$ cat src/rtl/key_event_fifo.sv
// Turns the keyboard decoder's level outputs into keystroke events (press plus
// typematic auto-repeat) and queues their ASCII codes in a show-ahead FIFO.
module key_event_fifo #(
    parameter int unsigned DEPTH        = 16,
    parameter int unsigned REPEAT_DELAY = 25000000,
    parameter int unsigned REPEAT_RATE  = 2500000,
    parameter bit          REPEAT_EN    = 1'b1
) (
    input  logic                       clk,
    input  logic                       clrn,
    input  logic [7:0]                 current_key,
    input  logic [7:0]                 ascii_key,
    input  logic                       rd_en,
    input  logic                       clr_overflow,
    output logic [7:0]                 rd_data,
    output logic                       empty,
    output logic                       full,
    output logic [$clog2(DEPTH):0]     count,
    output logic                       overflow
);

    localparam int AW      = $clog2(DEPTH);
    localparam int CW      = AW + 1;
    localparam int CNT_MAX = (REPEAT_DELAY > REPEAT_RATE) ? REPEAT_DELAY : REPEAT_RATE;
    localparam int CNTW    = $clog2(CNT_MAX + 1);

    localparam logic [CNTW-1:0] DELAY_LOAD = CNTW'(REPEAT_DELAY - 1);
    localparam logic [CNTW-1:0] RATE_LOAD  = CNTW'(REPEAT_RATE - 1);

    localparam logic [1:0] ST_IDLE   = 2'd0;
    localparam logic [1:0] ST_DELAY  = 2'd1;
    localparam logic [1:0] ST_REPEAT = 2'd2;

    logic [7:0]      key_q;
    logic [1:0]      state_q, state_d;
    logic [CNTW-1:0] cnt_q, cnt_d;
    logic [AW-1:0]   wr_ptr_q, wr_ptr_d;
    logic [AW-1:0]   rd_ptr_q, rd_ptr_d;
    logic [CW-1:0]   count_q, count_d;
    logic            overflow_q, overflow_d;
    logic [7:0]      mem_q [DEPTH];

    logic press_ev;
    logic repeat_ev;
    logic push_req;
    logic pop;
    logic push_ok;

    assign press_ev = (current_key != 8'h00) && (current_key != key_q);

    // Release beats counter expiry, and a key change beats a same-cycle repeat.
    always_comb begin
        state_d   = state_q;
        cnt_d     = cnt_q;
        repeat_ev = 1'b0;
        if (REPEAT_EN) begin
            if (current_key == 8'h00) begin
                state_d = ST_IDLE;
            end else if (press_ev) begin
                state_d = ST_DELAY;
                cnt_d   = DELAY_LOAD;
            end else if (state_q == ST_DELAY || state_q == ST_REPEAT) begin
                if (cnt_q == '0) begin
                    repeat_ev = 1'b1;
                    state_d   = ST_REPEAT;
                    cnt_d     = RATE_LOAD;
                end else begin
                    cnt_d = cnt_q - CNTW'(1);
                end
            end
        end
    end

    assign push_req = (press_ev || repeat_ev) && (ascii_key != 8'h00);
    assign empty    = (count_q == '0);
    assign full     = (count_q == CW'(DEPTH));
    assign pop      = rd_en && !empty;
    assign push_ok  = push_req && (!full || pop);

    always_comb begin
        wr_ptr_d = push_ok ? wr_ptr_q + AW'(1) : wr_ptr_q;
        rd_ptr_d = pop ? rd_ptr_q + AW'(1) : rd_ptr_q;
        count_d  = count_q;
        case ({push_ok, pop})
            2'b10:   count_d = count_q + CW'(1);
            2'b01:   count_d = count_q - CW'(1);
            default: count_d = count_q;
        endcase
        // A dropped event sets the flag even when a clear arrives in the same cycle.
        if (push_req && full && !pop) begin
            overflow_d = 1'b1;
        end else if (clr_overflow) begin
            overflow_d = 1'b0;
        end else begin
            overflow_d = overflow_q;
        end
    end

    always_ff @(posedge clk or negedge clrn) begin
        if (!clrn) begin
            key_q      <= 8'h00;
            state_q    <= ST_IDLE;
            cnt_q      <= '0;
            wr_ptr_q   <= '0;
            rd_ptr_q   <= '0;
            count_q    <= '0;
            overflow_q <= 1'b0;
        end else begin
            key_q      <= current_key;
            state_q    <= state_d;
            cnt_q      <= cnt_d;
            wr_ptr_q   <= wr_ptr_d;
            rd_ptr_q   <= rd_ptr_d;
            count_q    <= count_d;
            overflow_q <= overflow_d;
        end
    end

    always_ff @(posedge clk) begin
        if (push_ok) begin
            mem_q[wr_ptr_q] <= ascii_key;
        end
    end

    // Forcing zero while empty keeps rd_data at its reset value after clrn.
    assign rd_data  = empty ? 8'h00 : mem_q[rd_ptr_q];
    assign count    = count_q;
    assign overflow = overflow_q;

endmodule

$ cat config.mk
export PLATFORM = sky130hd
export DESIGN_NAME = key_event_fifo
export DESIGN_NICKNAME = d
export VERILOG_FILES = /design/src/rtl/key_event_fifo.sv
export SDC_FILE = /design/constraint.sdc
export NUM_CORES = 1
export LEC_CHECK = 0
export ABC_AREA = 1
export CAP_MARGIN = 10
export CORE_MARGIN = 5
export CORE_UTILIZATION = 25
export DETAILED_ROUTE_END_ITERATION = 8
export PLACE_DENSITY_LB_ADDON = 0.05
export SETUP_SLACK_MARGIN = 0.3
export SLEW_MARGIN = 25
export SYNTH_ARGS = -nofsm -noshare
export SYNTH_HDL_FRONTEND = slang
export SYNTH_SLANG_ARGS = --single-unit
$ cat constraint.sdc
create_clock -name clk -period 3 [get_ports clk]
set_clock_uncertainty 0.05 [all_clocks]
set_input_delay 0.6 -clock clk [delete_from_list [all_inputs] [get_ports clk]]
set_output_delay 0.6 -clock clk [all_outputs]
set_load 0.005 [all_outputs]
==> results.md <==
| Metric | Value |
|---|---|
| Status | finished clean |
| Type of origin of the critical path | flop |
| Average wire per standard cell | 19.45 um |
| Post-synthesis area per instance | 10.40 sq um |
| Cell taking the most area after synthesis | sky130_fd_sc_hd__edfxtp_1 |
| Worst EP arrival | 2.09 ns |
| Sw Pwr | 0.003571 W |
| Antenna fix cells | 0 |
| Core occupancy in the finished layout | 33.83% |
| Worst Tran Pin Value | 0.7094 ns |
| Share of total power consumed by net switching | 36.31% |
| Final standard cell count with taps included and fillers excluded | 1302 |
| Total of flip-flops plus latches after synthesis | 177 |
| Part of the power in the clock network | 23.6% |
| Inserted Clock Buffers | 17 |
| CTS clock-pin slew for the worst setup and hold paths | 0.07 ns |
| Max_slew headroom | 52.71% |
| Hold slack | 0.1666 ns |
| Die span in x | 188.3 um |
| Compound-gate portion of the synthesized area | 11.96% |
| Pin count of the biggest net entering global routing | 35 |
| Register share of total power | 33.0% |
| Achievable Freq | 365.2 MHz |
| Kind of critical path | flop to output port |
| Total Routing Usage GR | 14.13% |
| Number of hold-slack violations in the final timing report | 0 |
| Cell area power density | 923.7 nW/um^2 |
| WP data required | 2.35 ns |
| Max FO, Critical Path | 7 |
| Site Rows | 65 |
| Main area contributors after synthesis | sky130_fd_sc_hd__edfxtp_1, sky130_fd_sc_hd__dfrtp_1, sky130_fd_sc_hd__nor2_1 |
| Basic-gate share of the synthesized area counting and, or, nand and nor cells | 16.15% |
| Post-route antenna net violation count | 0 |
| Overall die height | 188.3 um |
| Leakage power total | 4.040 nW |
| Type of destination of the critical path | output port |
| Residual overflow from global routing | 0 |
| Post-Synth XOR/XNOR Area | 1.433% |
| Number of cells produced by synthesis | 764 |
| # Max-Cap Violations | 0 |
| Fraction of layout instances using a drive strength above 1 | 23.33% |
| Depth of the worst register-to-register path | 18 |
| CTS hold repair buffers | 0 |
| Synth-to-Final Area Change | 33.97% |
| Number of antenna violations at the first check in global routing | 0 |
| Number of global-route vias before repair | 6031 |
| Source-to-sink clock delay at the later pin of the worst-skew pair | 0.44 ns |
| Count of port buffers added during placement | 35 |
| Mux cell area share after synthesis | 0% |
| Syn Std Cell Area | 7948 sq um |
| Final Routed Wirelength | 25320 um |
| Hold crit path type | input pin to asynchronous set/reset pin |
| Number of pins with negative max-slew slack in the final report | 0 |
| Routability-driven placement congestion ratio | 0.7676 |
| Total negative setup slack | 0 ns |
| DRC violation count after routing | 0 |
| DRC marker count from the first detailed-route iteration | 331 |
| Die outline area | 35460 sq um |
| Maximum resistive drop on vdd | 0.0004807 V |
| Clock tree from TritonCTS | done |
| 1st-pass router iterations | 6 |
| Placed wire-length estimate after detailed placement | 16370 um |
| Sequential cell area fraction in the yosys report | 63.79% |
| Placed cell count | 1234 |
| Synthesized net count | 795 |
| Count of pins on the block boundary | 36 |
| Net count of the finished layout | 918 |
| Number of enable-type register cells in the synthesized netlist | 128 |
| Vias/cell | 4.578 |
| Fin crit share | 91.28% |
| Clk sinks | 177 |
| Sum of internal, switching and leakage power | 0.009835 W |
| Area of the core | 31470 sq um |
| Total number of yosys warnings | 0 |
| Most common flop cell mapped by yosys | sky130_fd_sc_hd__edfxtp_1 |
| Synth top area share | 48.36% |
| Effective utilization at floorplan | 25.25% |
| Combinational group share of total power | 43.3% |
| Min Clock Period, post-route | 2.738 ns |
| Ys async rst share | 27.68% |
| Unrepaired setup endpoints after global routing | yes |
| Internal power | 0.006264 W |
| Adder and majority gate portion of the synthesized area | 1.826% |
| CTS Root Buffer Type | sky130_fd_sc_hd__clkbuf_16 |
| CTS H-Tree Depth | 4 |
| Wire length of the first global-routing pass | 37640 um |
| Number of library cell types mapped by synthesis | 39 |
| Overall via count from detail_route | 5960 |
| Number of buffers on the longest clock path | 2 |
| Main combinational cell family by area after synthesis | simple AND/OR/NAND/NOR gates |
| Setup-failing EPs final | 0 |
==> timing repair <==
action                                  in CTS  in global routing
buffers inserted                            21                  4
pin swaps                                   44                 42
endpoints found under the setup margin      12                 12
gates resized for setup                     96                 51
gates cloned                                 7                  4
==> synth_stat cells, types with 2 or more instances <==
cell	n
sky130_fd_sc_hd__nor2_1	141
sky130_fd_sc_hd__edfxtp_1	128
sky130_fd_sc_hd__o21ai_0	95
sky130_fd_sc_hd__nand2_1	90
sky130_fd_sc_hd__inv_1	66
sky130_fd_sc_hd__dfrtp_1	49
sky130_fd_sc_hd__nand3_1	27
sky130_fd_sc_hd__o221ai_1	22
sky130_fd_sc_hd__clkbuf_1	21
sky130_fd_sc_hd__a21oi_1	20
sky130_fd_sc_hd__o22ai_1	16
sky130_fd_sc_hd__xor2_1	12
sky130_fd_sc_hd__ha_1	10
sky130_fd_sc_hd__nor3_1	9
sky130_fd_sc_hd__nor2_2	8
sky130_fd_sc_hd__nand2_2	7
sky130_fd_sc_hd__nand4_1	7
sky130_fd_sc_hd__o21ai_1	6
sky130_fd_sc_hd__buf_2	4
sky130_fd_sc_hd__inv_2	3
sky130_fd_sc_hd__a211oi_1	2
sky130_fd_sc_hd__clkinv_1	2
sky130_fd_sc_hd__nand2_4	2
sky130_fd_sc_hd__nor4_1	2
==> critical path, cell delays in order, from the launching register on <==
cell,delay (ns)
sky130_fd_sc_hd__dfrtp_2,0.47
sky130_fd_sc_hd__buf_6,0.15
sky130_fd_sc_hd__buf_12,0.14
sky130_fd_sc_hd__buf_16,0.13
sky130_fd_sc_hd__buf_6,0.10
sky130_fd_sc_hd__nor2_2,0.04
sky130_fd_sc_hd__o221ai_2,0.15
sky130_fd_sc_hd__nand3_2,0.12
sky130_fd_sc_hd__a21oi_4,0.22
sky130_fd_sc_hd__buf_2,0.14
==> power by group through the flow <==
stage | sequential [W] | clock (W) | combinational (W)
floorplan | 0.00325 | 0 | 0.00153
detailed placement | 0.00330 | 0 | 0.00306
CTS | 0.00325 | 0.00238 | 0.00394
finish | 0.00325 | 0.00232 | 0.00426
global route | 0.00329 | 0.00249 | 0.00461
global placement | 0.00330 | 0 | 0.00305
==> per-layer routing <==
metal	part of all wire [%]	track usage (%)	up-vias
li1	-	-	2906
met1	44	17.75	2938
met2	51	24.65	100
met3	2.7	2.501	16
met4	2.1	4.765	0
met5	0	0	-
==> area by class of cell <==
cell class / instances / area (sq um)
fillers: 3174 / 20830
flip-flops and latches: 177 / 5071
multi-input cells: 489 / 2759
repair buffers: 131 / 1439
well taps: 402 / 503.0
clock buffers: 18 / 429.2
inverters: 71 / 271.5
clock inverters: 14 / 175.2
==> flip-flops by register name (all words and copies together) (netlist names) <==
signal / count
wr_ptr_q: 4
rd_ptr_q: 4
overflow: 1
count: 5
cnt_q: 25
state_q: 2
key_q: 8
mem_q: 128
==> logic make-up (layout without fill, tap and decap cells) <==
group                      Yosys count  count (layout)
buffers and inverters               98             234
xor gates and xnor gates            13              13
and+or+nand+nor                    299             299
AOI/OAI and AO/OA                  166             166
DFF                                177             177
adders and majority gates           11              11
==> path summary, 6_finish.rpt <==
check,to,slack [ns],start
max,rd_data[7],0.26,rd_ptr_q[0]
min,count[0],0.17,clrn
max reg2reg,count[4],0.43,cnt_q[0]
min reg2reg,cnt_q[24],0.47,cnt_q[24]
max in group asynchronous,key_q[5],2.13,clrn
min in group clk,key_q[3],0.29,current_key[3]
==> cells in the final DEF, fill, tap and decap left out, drive strengths merged, types with 2 or more instances in the layout <==
cell / n
ha: 10
buf: 101
edfxtp: 128
nor2: 151
xor2: 12
clkdlybuf4s50: 23
o221ai: 22
dlymetal6s2s: 2
nand2: 99
nor3: 9
o21ai: 101
inv: 74
clkinv: 8
clkbuf: 22
nor4: 2
bufinv: 2
a21oi: 20
dfrtp: 49
nand3: 27
a211oi: 2
nand4: 8
o22ai: 16
==> metrics by stage <==
| stage | instance area (sq um) | setup WS (ns) |
|---|---|---|
| 6_report | 10650 | 0.2616 |
| 5_1_grt | 10650 | 0.1789 |
| 3_5_place_dp | 9218 | -0.3393 |
| 2_1_floorplan | 7948 | 0.5843 |
| 3_3_place_gp | 9218 | -0.3572 |
| 4_1_cts | 10360 | 0.2111 |
No activity file was read; power rests on OpenSTA's default activity.
